==> config.mk <==
export PLATFORM = sky130hd
export DESIGN_NAME = table_reader_flat
export DESIGN_NICKNAME = d
export VERILOG_FILES = /design/src/rtl/table_reader_if.sv /design/src/rtl/table_reader.sv /design/src/flat_wrapper.sv
export SDC_FILE = /design/constraint.sdc
export NUM_CORES = 1
export LEC_CHECK = 0
export ABC_CLOCK_PERIOD_IN_PS = 1700
export BUFFER_PORTS_ARGS = -buffer_cell sky130_fd_sc_hd__buf_2
export CAP_MARGIN = 20
export CORE_ASPECT_RATIO = 0.9
export CORE_UTILIZATION = 47
export CTS_CLUSTER_SIZE = 25
export DETAILED_ROUTE_END_ITERATION = 8
export GPL_TIMING_DRIVEN = 0
export PLACE_DENSITY = 0.79
export SLEW_MARGIN = 40
export SYNTH_ARGS = -nofsm -noshare
export SYNTH_HDL_FRONTEND = slang
export SYNTH_SLANG_ARGS = --single-unit
==> constraint.sdc <==
create_clock -name clk -period 1.7 [get_ports clk]
set_input_delay 0 -clock clk [delete_from_list [all_inputs] [get_ports clk]]
set_output_delay 0 -clock clk [all_outputs]
set_load 0.01 [all_outputs]
==> src/rtl/table_reader_if.sv <==
// Table responder bus: one-hot address and enable out, registered byte back.
// The responder returns data one cycle after rom_en/rom_addr are presented.
interface table_reader_if;
  logic       rom_en;
  logic [7:0] rom_addr;
  logic [7:0] rom_data;

  modport master (output rom_en, output rom_addr, input rom_data);
  modport slave  (input rom_en, input rom_addr, output rom_data);
endinterface

==> src/rtl/table_reader.sv <==
// Walking-one table scan accumulating XOR, sum and non-zero count of the returned bytes.
// Optional per-entry capture buffer is built when TABLE_READER_CAPTURE_EN is defined.
module table_reader #(
  parameter int N_ENTRIES = 8
) (
  input  logic           clk,
  input  logic           rst,
  input  logic           start,
  output logic           busy,
  output logic           done,
  table_reader_if.master bus,
  output logic [7:0]     xor_sum,
  output logic [10:0]    add_sum,
  output logic [3:0]     nz_cnt,
  input  logic [2:0]     rd_idx,
  output logic [7:0]     rd_data
);

  typedef enum logic [1:0] {IDLE, ISSUE, DRAIN, DONE} state_t;

  localparam logic [2:0] LAST_IDX = 3'(N_ENTRIES - 1);

  state_t     state;
  logic [2:0] idx;
  logic       rom_en_q;
  logic [7:0] rom_addr_q;
  logic       vld_p1;
  logic       start_acc;

  function automatic logic [10:0] add_byte(input logic [10:0] acc, input logic [7:0] d);
    return acc + {3'b000, d};
  endfunction

  function automatic logic [3:0] count_nz(input logic [3:0] cnt, input logic [7:0] d);
    return cnt + {3'b000, |d};
  endfunction

  // A new scan may only begin from IDLE or from the single DONE cycle.
  assign start_acc    = start && (state == IDLE || state == DONE);
  assign bus.rom_en   = rom_en_q;
  assign bus.rom_addr = rom_addr_q;

  always_ff @(posedge clk) begin
    if (rst) begin
      state      <= IDLE;
      idx        <= '0;
      busy       <= 1'b0;
      done       <= 1'b0;
      rom_en_q   <= 1'b0;
      rom_addr_q <= '0;
      vld_p1     <= 1'b0;
      xor_sum    <= '0;
      add_sum    <= '0;
      nz_cnt     <= '0;
    end else begin
      done   <= 1'b0;
      // Stage p1: byte returned for the previous ISSUE cycle is accumulated.
      vld_p1 <= rom_en_q;
      if (vld_p1) begin
        xor_sum <= xor_sum ^ bus.rom_data;
        add_sum <= add_byte(add_sum, bus.rom_data);
        nz_cnt  <= count_nz(nz_cnt, bus.rom_data);
      end
      unique case (state)
        IDLE, DONE: begin
          state <= IDLE;
          busy  <= 1'b0;
          if (start_acc) begin
            state      <= ISSUE;
            busy       <= 1'b1;
            idx        <= '0;
            rom_en_q   <= 1'b1;
            rom_addr_q <= 8'h01;
            xor_sum    <= '0;
            add_sum    <= '0;
            nz_cnt     <= '0;
          end
        end
        ISSUE: begin
          if (idx == LAST_IDX) begin
            state      <= DRAIN;
            rom_en_q   <= 1'b0;
            rom_addr_q <= '0;
          end else begin
            idx        <= idx + 3'd1;
            rom_addr_q <= rom_addr_q << 1;
          end
        end
        DRAIN: begin
          state <= DONE;
          busy  <= 1'b0;
          done  <= 1'b1;
        end
        default: state <= IDLE;
      endcase
    end
  end

`ifdef TABLE_READER_CAPTURE_EN
  logic [7:0] cap_mem [8];
  logic [2:0] wr_idx_p1;

  // Writes track the accumulator stage, so slot k holds the k-th returned byte.
  always_ff @(posedge clk) begin
    if (rst || start_acc) begin
      for (int k = 0; k < 8; k++) cap_mem[k] <= '0;
      wr_idx_p1 <= '0;
    end else if (vld_p1) begin
      cap_mem[wr_idx_p1] <= bus.rom_data;
      wr_idx_p1          <= wr_idx_p1 + 3'd1;
    end
  end

  assign rd_data = cap_mem[rd_idx];
`else
  logic unused_rd_idx;
  assign unused_rd_idx = ^rd_idx;
  assign rd_data       = 8'h00;
`endif

endmodule

==> src/flat_wrapper.sv <==
// flat-port wrapper written by rule: the top's interface ports become plain ports
module table_reader_flat 
#(
  parameter int N_ENTRIES = 8
)
  (clk, rst, start, busy, done, xor_sum, add_sum, nz_cnt, rd_idx, rd_data, bus_rom_en, bus_rom_addr, bus_rom_data);
  table_reader_if bus_i ();
  input  logic clk;
  input  logic rst;
  input  logic start;
  output logic busy;
  output logic done;
  output logic [7:0] xor_sum;
  output logic [10:0] add_sum;
  output logic [3:0] nz_cnt;
  input  logic [2:0] rd_idx;
  output logic [7:0] rd_data;
  output wire logic [$bits(bus_i.rom_en)-1:0] bus_rom_en;
  output wire logic [$bits(bus_i.rom_addr)-1:0] bus_rom_addr;
  input wire logic [$bits(bus_i.rom_data)-1:0] bus_rom_data;
  assign bus_rom_en = bus_i.rom_en;
  assign bus_rom_addr = bus_i.rom_addr;
  assign bus_i.rom_data = bus_rom_data;
  table_reader #(.N_ENTRIES(N_ENTRIES)) u_core (.clk(clk), .rst(rst), .start(start), .busy(busy), .done(done), .bus(bus_i), .xor_sum(xor_sum), .add_sum(add_sum), .nz_cnt(nz_cnt), .rd_idx(rd_idx), .rd_data(rd_data));
endmodule
* Word-level counts from Yosys, hierarchy flattened
Cells that the tools add are included.
** Word-level totals
- Register bits after elaboration :: 40
- Input port bits :: 14
- Output and inout port bits :: 42
- Logic and storage cells :: 55
** Operators by class
- Add/subtract/negate cells :: 3
- Equal/unequal tests :: 7
- Multiplexer cells :: 24
- Bitwise operators :: 1
- Reductions and logical operators :: 10
** Operator list (number)
- $mux 8 :: 5
- $mux 11 :: 3
- $pmux 8 s2 :: 1
- $mux 4 :: 3
- $add 11x8->11 :: 1
- $reduce_or 8->1 :: 1
- $xor 8x8->8 :: 1
- $mux 3 :: 2
- $pmux 2 s3 :: 1
- $pmux 3 s2 :: 1
- $reduce_and 3->1 :: 2
- $mux 1 :: 5
- $add 4x1->4 :: 1
- $eq 2x2->1 const B :: 2
- $ne 2x1->1 const B :: 2
- $pmux 1 s2 :: 2
- $reduce_bool 2->1 :: 2
- $add 3x1->3 const B :: 1
- $eq 3x3->1 const B :: 1
- $eq 2x1->1 const B :: 1
- $logic_not 2->1 :: 1
- $mux 2 :: 1
- $ne 2x2->1 const B :: 1
- $reduce_and 2->1 :: 1
- other kinds (3) :: 3

* Depth between registers and ports, before layout
Gate-level depths: netlist of run 1.
- Word-level depth :: 5
- Mapped depth :: 7
- Gate-level depth less buffers :: 7

* Worst setup path before layout of run 1
No wires, ideal clock.
- Kind :: register to register
- Start :: register u_core.add_sum[0]
- End :: register u_core.add_sum[6]
- Setup time :: 122 ps
- Arrival time :: 1746 ps
- Data required time :: 1578 ps
- Path slack :: -168 ps
- Stages on the path, launching flop included :: 7
- Path buffers :: 0
- Period minus slack after synthesis :: 1868 ps
- Cell sequence :: dfxtp_1 ha_1 fa_1 a21o_1 a221oi_2 nor4_1 a311o_1
** On the way
- Longest elaborated chain between the ends :: 4
** RTL lines
- from (decl) :: line table_reader.sv:13 : output logic [10:0] add_sum,
- from (signal assigned) :: line table_reader.sv:61 : add_sum <= add_byte(add_sum, bus.rom_data);
- $add 11x8->11 (*) :: line table_reader.sv:31 : return acc + {3'b000, d};
- $mux 11 (*) :: line table_reader.sv:59 : if (vld_p1) begin
- $mux 11 :: line table_reader.sv:68 : if (start_acc) begin
- $mux 11 (*) :: line table_reader.sv:64 : unique case (state)
Every way passes the cells marked *; elsewhere a longest branch is shown, timed or not.
A chain may end at the register's enable or synchronous reset.

* Final worst setup path of run 1
Ends and elaborated chain as after synthesis.

==> flow_metrics.py, run 1 <==
metrics = {
    "timing": {
        "hold_viol": 0,
        "clock_skew_ns": 0.00712,
        "fmax_mhz": 563,
        "hold_slack_ns": 0.0496,
        "post-route-period-util_pct": 105,
        "drv_slew": 0,
        "min_period_ns": 1.78,
        "rsz0062_at_grt": "yes",
        "setup-violations-final": 1,
        "fin_ws_ns": -0.0771,
        "tns_ns": -0.0771,
    },
    "global_routing": {
        "grt_max_degree": 13,
        "grt_use_total_pct": 20.5,
        "antenna_found_initial": 0,
        "grt-ovfl-total": 0,
        "grt_pass1_wl_um": 7410,
        "grt_pass1_vias": 1659,
    },
    "place": {
        "gp_congestion": 0.868,
        "hpwl_um": 3320,
        "placed_cell_area_um2": 2400,
        "portBuffers": 43,
        "place_inst": 344,
    },
    "detailed_routing": {
        "drt_iter0_drc": 123,
        "vias_per_cell": 5.28,
        "wl_per_cell_um": 13.1,
        "first_pass_iters": 5,
        "antenna_left": 0,
        "vias": 1892,
        "drc_errors": 0,
        "wl_um": 4700,
    },
    "setup_path": {
        "cp.arrival_ns": 1.96,
        "end_kind": "register",
        "cpMaxStageDelayCell": "fa_2",
        "reg2reg_depth": 6,
        "worst-path-max-fanout": 3,
        "crit_path_start_kind": "register",
        "worstPathCellList": "ha_4 -> fa_2 -> a21o_4 -> a221oi_2 -> nor4_1 -> a311o_1",
        "required_ns": 1.89,
        "max_stage_delay_ns": 0.35,
        "crit_type": "reg -> reg",
    },
    "floorplanning": {
        "die_area_um2": 4680,
        "die_x_um": 72.0,
        "pin_count": 56,
        "die_h_um": 65.0,
        "initial_utilization_pct": 49.9,
        "num_rows": 22,
        "core-area_um2": 4160,
    },
    "clocking": {
        "cts_tree": "built",
        "clock_latency_ns": 0.30,
        "cts.sinks": 40,
        "cts_buffers": 5,
        "clk_pin_slew_ns": 0.08,
        "htreeDepth": 2,
        "clock-root-buffer": "clkbuf_8",
        "clockBufferDepth": 2,
    },
    "run": {
        "maxCapViolations": 0,
    },
    "logic_synthesis": {
        "mappedNetlistArea_um2": 2070,
        "synth_cell_type_count": 44,
        "synth_edf_count": 0,
        "ys_warn_count": 0,
        "synth-seq-cells": 40,
        "synth_flop_cell": "dfxtp_1",
        "ys_seq_area_share_pct": 38.6,
        "avgSynthCellArea_um2": 8.87,
        "syn_inst": 234,
        "synth-async-reset-ratio_pct": 0,
    },
    "cells_and_area": {
        "layout_commonest_cell": "buf_2",
        "mostFrequentLayoutCells": "buf_2 (46), dfxtp_1 (38), nor2_1 (25)",
        "fin_nets": 329,
        "drive_gt1_share_pct": 29.5,
        "final_util_pct": 63.5,
        "fin_cells": 358,
        "num_antenna_cells": 0,
        "final_area_um2": 2640,
        "syn_to_final_growth_pct": 27.3,
    },
    "power": {
        "leakagePower_uw": 0.00121,
        "ir_worst_vdd_mv": 0.821,
        "powerDensity_nw_per_um2": 1110,
    },
    "worst_hold_path": {
        "hold_depth": 4,
        "hold_path_class": "in -> reg",
    },
    "status": {
        "violations": "setup timing",
        "status": "finished with violations",
    },
}
## synthesized netlist by cell type (3+ instances only)
library cell | number | area, um2
nand3b_1 | 3 | 22.5
a21o_1 | 5 | 37.5
and3_1 | 5 | 31.3
xor2_1 | 12 | 105
mux2i_1 | 6 | 60.1
buf_4 | 8 | 60.1
nor4_1 | 3 | 18.8
inv_1 | 4 | 15.0
or3_1 | 3 | 18.8
nand2b_1 | 5 | 31.3
a21oi_1 | 17 | 85.1
buf_2 | 5 | 25.0
nand2_1 | 25 | 93.8
o21ai_0 | 7 | 35.0
nand3_1 | 11 | 55.1
nor2_1 | 25 | 93.8
ha_1 | 16 | 200
dfxtp_1 | 40 | 801
## cell type report
cell class	count	area, um2
flip-flops and latches	40	803
fillers	358	1520
inverters	4	15.0
clock buffers	5	68.8
well taps	60	75.1
clock inverters	2	12.5
plain buffers	16	109
multi-input cells	181	1290
repair buffers	50	270
## sequential cells by signal (all words and copies together) (netlist names)
register,flops
u_core.done,1
u_core.nz_cnt,4
u_core.xor_sum,8
u_core.bus.rom_en,1
u_core.bus.rom_addr,8
u_core.add_sum,11
u_core.state,2
u_core.vld_p1,1
u_core.idx,3
u_core.busy,1
## layer usage
metal	part of all wire, %	vias up	wire, um	global-route usage, %
met4	1.4	0	68	7.11
li1	-	933	-	-
met1	44	888	2090	24.8
met2	48	63	2280	34.8
met3	5.7	8	267	5.75
met5	0	-	0	0
## where the power goes
part | internal (uW) | leakage, uW | switching, uW
registers | 1060 | 0.000325 | 98.3
logic | 479 | 0.000841 | 691
clock network | 278 | 0.0000400 | 336
## per-stage QoR
step | power (uW) | setup slack, ns
finish | 2940 | -0.0771
floorplan | 1890 | -0.0663
detailed placement | 2170 | -0.175
CTS | 2830 | -0.152
global route | 3150 | -0.138
global placement | 2140 | -0.127
## logic make-up (layout without fill, tap and decap cells)
logic type | after synthesis | count (layout) | synth area share (%)
simple gates | 90 | 90 | 20.9
buf+inv | 20 | 77 | 5.73
compound gates | 47 | 47 | 15.6
xor+xnor | 13 | 13 | 5.49
mux | 6 | 6 | 2.90
flops | 40 | 40 | 38.6
fa+ha+maj | 17 | 17 | 10.6
other cells | 1 | 8 | 0.181
## worst paths after layout
check | start | end | slack, ns
setup / recovery | u_core.add_sum[0] | u_core.add_sum[6] | -0.08
hold / removal | bus_rom_data[4] | u_core.xor_sum[4] | 0.05
setup reg to reg | u_core.add_sum[0] | u_core.add_sum[6] | -0.08
hold reg to reg | u_core.bus.rom_addr[7] | u_core.bus.rom_addr[7] | 0.45
## critical path: cells and delay by family, from the launching register on
kind                     cells  cell delay [ns]
AO/OA/AOI/OAI                3             0.74
adder cells (fa/ha/maj)      2             0.51
flip-flops                   1             0.34
AND/OR/NAND/NOR              1             0.07
## what timing repair did
| action | in CTS | in global routing |
|---|---|---|
| pin swaps | 7 | 9 |
| gates resized for setup | 9 | 15 |
| setup buffers | 4 | 2 |
| hold endpoints to repair | 5 | 0 |
| setup endpoints to repair | 24 | 27 |
| hold buffers | 1 | 0 |
Note: power is estimated with default switching activity, not from simulation.
==> inputs of run 2 (changes only) <==
SKIP_CTS_REPAIR_TIMING = 1   (was default)
==> run 2 against run 1 <==
Against the previous run: worst setup slack got worse by 0.073 ns; via count down 2.0%; count of clock-buffer cells in the layout did not move; the run still ends with setup timing left; critical path type unchanged; register-to-register slack got worse by 0.07 ns; clock power hardly changed; fmax fell by 3.9%; first-iteration DRC count shrank 34%; non-clock buffer count shrank 3; cell area decreased by 1.9%; sequential share of layout area grew 0.65 points; routed wire length fell by 2.5%; final cell count shrank 0.84%.
==> flow_metrics.py, run 2 (synthesis results as in run 1) <==
metrics = {
    "status": {
        "status": "finished with violations",
        "violations": "setup timing",
    },
    "place": {
        "dp_slack_ns": -0.175,
        "hpwl_um": 3320,
        "place_inst": 344,
        "portBuffers": 43,
        "gp_congestion": 0.868,
    },
    "power": {
        "powerDensity_nw_per_um2": 1110,
        "finalPower_uw": 2880,
        "ir_worst_vdd_mv": 0.819,
        "leakagePower_uw": 0.00119,
    },
    "clocking": {
        "cts_buffers": 5,
        "clk_pin_slew_ns": 0.08,
        "cts_tree": "built",
        "cts.sinks": 40,
        "clock_latency_ns": 0.30,
        "clock-root-buffer": "clkbuf_8",
        "clockBufferDepth": 2,
        "htreeDepth": 2,
    },
    "cells_and_area": {
        "largest_reg_flops": 11,
        "fin_cells": 355,
        "layout_commonest_cell": "buf_2",
        "syn_to_final_growth_pct": 24.8,
        "num_antenna_cells": 0,
        "mostFrequentLayoutCells": "buf_2 (46), dfxtp_1 (37), nor2_1 (25)",
        "regMostFlops": "u_core.add_sum",
        "fin_nets": 326,
        "drive_gt1_share_pct": 28.8,
    },
    "timing": {
        "hold_viol": 0,
        "rsz0062_at_grt": "yes",
        "hold_slack_ns": 0.0482,
        "fmax_mhz": 541,
        "min_period_ns": 1.85,
        "clock_skew_ns": 0.00905,
        "post-route-period-util_pct": 109,
        "setup-violations-final": 4,
        "drv_slew": 0,
        "tns_ns": -0.328,
        "fin_ws_ns": -0.150,
    },
    "setup_path": {
        "cp.arrival_ns": 2.03,
        "max_stage_delay_ns": 0.39,
        "crit_path_start_kind": "register",
        "worstPathCellList": "ha_4 -> fa_2 -> a21o_1 -> a221oi_2 -> nor4_1 -> a311o_1",
        "required_ns": 1.88,
        "end_kind": "register",
        "cpMaxStageDelayCell": "fa_2",
        "worst-path-max-fanout": 3,
        "crit_type": "reg -> reg",
    },
    "global_routing": {
        "grt_use_total_pct": 20.1,
        "antenna_found_initial": 0,
        "grt_pass1_vias": 1622,
        "grt_pass1_wl_um": 7270,
        "grt-ovfl-total": 0,
        "grt_max_degree": 13,
    },
    "worst_hold_path": {
        "hold_path_class": "in -> reg",
    },
    "detailed_routing": {
        "wl_per_cell_um": 12.9,
        "wl_um": 4580,
        "drc_errors": 0,
        "first_pass_iters": 4,
        "antenna_left": 0,
        "vias": 1854,
        "drt_iter0_drc": 81,
        "vias_per_cell": 5.22,
    },
    "floorplanning": {
        "core-area_um2": 4160,
        "die_x_um": 72.0,
        "die_area_um2": 4680,
        "initial_utilization_pct": 49.9,
        "num_rows": 22,
        "die_h_um": 65.0,
        "pin_count": 56,
    },
    "run": {
        "maxCapViolations": 0,
    },
}
==> run 2: power breakdown <==
group | total [uW] | switching, uW | internal (uW)
registers | 1160 | 99.1 | 1060
logic | 1110 | 660 | 453
clock network | 612 | 334 | 278
total | 2880 | 1090 | 1790
==> run 2: metal layers <==
layer / up-vias / part of all wire [%] / track usage [%]
li1: 928 / - / -
met1: 871 / 45 / 24.9
met2: 49 / 49 / 33.1
met3: 6 / 5.0 / 5.75
met4: 0 / 1.2 / 7.11
met5: - / 0 / 0
==> run 2: critical path: cells and delay by family, from the launching register on <==
kind            cells  cell delay [ns]
compound gates      3             0.76
fa+ha+maj           2             0.56
flops               1             0.35
simple gates        1             0.07
==> run 2: area by class of cell <==
class | instances | area [um2]
Multi-Input combinational cell | 181 | 1260
Buffer | 16 | 109
Fill cell | 367 | 1570
Inverter | 4 | 15.0
Sequential cell | 40 | 805
Clock inverter | 2 | 12.5
Tap cell | 60 | 75.1
Timing Repair Buffer | 47 | 248
Clock buffer | 5 | 68.8
==> run 2: final timing paths <==
kind | cells after the start | from | endpoint | slack [ns]
worst max-delay path | 6 | u_core.add_sum[0] | u_core.add_sum[6] | -0.15
worst min register to register | 2 | u_core.bus.rom_addr[7] | u_core.bus.rom_addr[7] | 0.45
worst max register to register | 6 | u_core.add_sum[0] | u_core.add_sum[6] | -0.15
worst min-delay path | 4 | bus_rom_data[4] | u_core.xor_sum[4] | 0.05
==> run 2: stage by stage <==
stage               instance area [um2]  utilization [%]
global route                       2590             62.3
floorplan                          2110                -
CTS                                2480             59.6
global placement                   2400             57.6
finish                             2590             62.3
detailed placement                 2400             57.6
==> inputs of run 3 (changes only) <==
ABC_AREA = 1   (was default)
CTS_CLUSTER_DIAMETER = 80   (was default)
PLACE_DENSITY = 0.78   (was 0.79)
==> run 3 against run 2 <==
Against the previous run: the run now ends clean; routed wire length down 2.8%; die area up 2.3%; via count up 4.8%; synthesized area is 2.4% higher; global-route usage decreased by 0.13 points; first-iteration DRC count increased by 54%; non-clock buffer count is 5 lower; critical path type unchanged.
==> flow_metrics.py, run 3 <==
metrics = {
    "timing": {
        "hold_viol": 0,
        "setup-violations-final": 0,
        "rsz0062_at_grt": "no",
        "post-route-period-util_pct": 92.8,
        "hold_slack_ns": 0.0408,
        "drv_slew": 0,
        "fin_ws_ns": 0.123,
        "tns_ns": 0,
        "fmax_mhz": 634,
        "min_period_ns": 1.58,
        "clock_skew_ns": 0.00399,
    },
    "floorplanning": {
        "die_h_um": 65.8,
        "die_area_um2": 4790,
        "initial_utilization_pct": 50.4,
        "core-area_um2": 4210,
        "die_x_um": 72.9,
        "num_rows": 22,
        "pin_count": 56,
    },
    "cells_and_area": {
        "layout_commonest_cell": "nand2_1",
        "final_area_um2": 2590,
        "mostFrequentLayoutCells": "nand2_1 (50), buf_2 (48), dfxtp_1 (39)",
        "largest_reg_flops": 11,
        "fin_nets": 370,
        "syn_to_final_growth_pct": 21.9,
        "fill_cells": 382,
        "regMostFlops": "u_core.add_sum",
        "final_util_pct": 61.4,
        "drive_gt1_share_pct": 27.1,
        "num_antenna_cells": 0,
    },
    "global_routing": {
        "grt_pass1_wl_um": 7270,
        "grt-ovfl-total": 0,
        "grt_max_degree": 14,
        "antenna_found_initial": 0,
        "grt_pass1_vias": 1634,
        "grt_use_total_pct": 19.9,
    },
    "clocking": {
        "htreeDepth": 2,
        "cts.sinks": 40,
        "cts_buffers": 5,
        "clockBufferDepth": 2,
        "clock-root-buffer": "clkbuf_8",
        "clk_pin_slew_ns": 0.08,
        "clock_latency_ns": 0.30,
        "cts_tree": "built",
    },
    "logic_synthesis": {
        "mappedNetlistArea_um2": 2120,
        "synth_edf_count": 0,
        "ys_top_cells_by_count": "nand2_1 (52), dfxtp_1 (40), nor2_1 (39)",
        "synth_flop_cell": "dfxtp_1",
        "yosys-top-cells-area": "dfxtp_1 (38%), ha_1 (9.4%), nand2_1 (9.2%)",
        "synth-seq-cells": 40,
        "ys_seq_area_share_pct": 37.7,
        "synth_top_area_share_pct": 37.7,
        "synth-async-reset-ratio_pct": 0,
        "synth_cell_type_count": 31,
        "synth.largest_area_cell": "dfxtp_1",
        "avgSynthCellArea_um2": 7.58,
        "ys_warn_count": 0,
        "yosysMostFrequentCell": "nand2_1",
        "syn_inst": 280,
    },
    "detailed_routing": {
        "drc_errors": 0,
        "wl_per_cell_um": 11.1,
        "vias": 1943,
        "drt_iter0_drc": 125,
        "wl_um": 4450,
        "antenna_left": 0,
        "vias_per_cell": 4.86,
        "first_pass_iters": 4,
    },
    "setup_path": {
        "crit_path_start_kind": "register",
        "required_ns": 1.89,
        "crit_type": "reg -> reg",
        "worstPathCellList": "inv_1 -> ha_1 -> inv_2 -> nor2_1 -> or2_4 -> nor2_2 -> inv_2 -> nand2_1 -> a21oi_2",
        "max_stage_delay_ns": 0.36,
        "cpMaxStageDelayCell": "ha_1",
        "reg2reg_slack_ns": 0.12,
        "cp.arrival_ns": 1.77,
        "crit_top_cell": "inv_2",
        "worst-path-max-fanout": 4,
        "end_kind": "register",
    },
    "power": {
        "powerDensity_nw_per_um2": 1240,
        "pwr-share-comb_pct": 37.7,
        "cellInternalPower_uw": 1990,
        "p_sw_uw": 1230,
        "p_seq_share_pct": 36.6,
        "ir_worst_vdd_mv": 0.852,
        "leakagePower_uw": 0.00132,
        "pwr-share-clk_pct": 25.7,
        "switching_share_pct": 38.2,
    },
    "status": {
        "status": "finished, final reports clean",
    },
    "place": {
        "gp_congestion": 0.864,
        "placed_cell_area_um2": 2440,
        "portBuffers": 44,
        "hpwl_um": 3290,
        "dp_slack_ns": 0.0869,
    },
    "worst_hold_path": {
        "hold_path_class": "in -> reg",
    },
    "run": {
        "maxCapViolations": 0,
    },
}
## run 3: cell count changes in the layout (fill, tap and decap cells not counted), sizes merged, moves of 4 or more
cell	previous run	this run
a21o	6	0
a21oi	17	22
and3	5	0
inv	4	33
mux2i	6	0
nand2	25	53
nand2b	5	0
nand3	11	21
nor2	25	44
nor3	1	5
## run 3: cells by family (layout without fill, tap and decap cells)
logic type	after synthesis	count (layout)	synth area share [%]
AO/OA/AOI/OAI	37	37	10.4
buffers and inverters	48	101	10.5
other	1	8	0.177
XOR/XNOR	9	9	3.71
AND/OR/NAND/NOR	128	128	27.2
flip-flops	40	40	37.7
adder cells (fa/ha/maj)	17	17	10.4
## run 3: final cells by class
| type | count | area (um2) | area share, % |
|---|---|---|---|
| multi-input combinational | 199 | 1140 | 43.9 |
| timing repair buffer | 45 | 230 | 8.90 |
| clock inverter | 2 | 38.8 | 1.50 |
| sequential | 40 | 802 | 31.0 |
| tap | 60 | 75.1 | 2.90 |
| inverter | 35 | 131 | 5.08 |
| buffer | 13 | 91.3 | 3.53 |
| clock buffer | 6 | 82.6 | 3.19 |
## run 3: final timing paths
check / from / endpoint / cells past startpoint
setup / recovery: u_core.state[0] / u_core.idx[1] / 9
hold / removal: bus_rom_data[2] / u_core.xor_sum[2] / 4
setup reg to reg: u_core.state[0] / u_core.idx[1] / 9
hold reg to reg: u_core.bus.rom_addr[7] / u_core.bus.rom_addr[7] / 2
## run 3: critical path, delay by kind of cell (launching register included)
family	cells	cell delay, ns
AO/OA/AOI/OAI	1	0.05
adder cells (fa/ha/maj)	1	0.36
buffers and inverters	3	0.20
flip-flops	1	0.35
AND/OR/NAND/NOR	4	0.52
## run 3: power by group through the flow
stage / logic [uW] / clock network [uW] / registers [uW]
finish: 1210 / 827 / 1180
global route: 1360 / 889 / 1200
CTS: 1190 / 841 / 1170
detailed placement: 1190 / 0 / 1190
global placement: 1150 / 0 / 1190
floorplan: 844 / 0 / 1220
## run 3: routing by layer
| layer | GRT usage, % | part of all wire (%) | up-vias |
|---|---|---|---|
| met1 | 24.8 | 45 | 888 |
| li1 | - | - | 998 |
| met5 | 0 | 0 | - |
| met4 | 5.88 | 1.1 | 0 |
| met2 | 33.5 | 49 | 50 |
| met3 | 5.52 | 5.3 | 7 |
## run 3: stage by stage
stage               total power (uW)  cells
global route                    3440    400
finish                          3220    400
CTS                             3210    399
global placement                2340    391
floorplan                       2070    287
detailed placement              2380    391
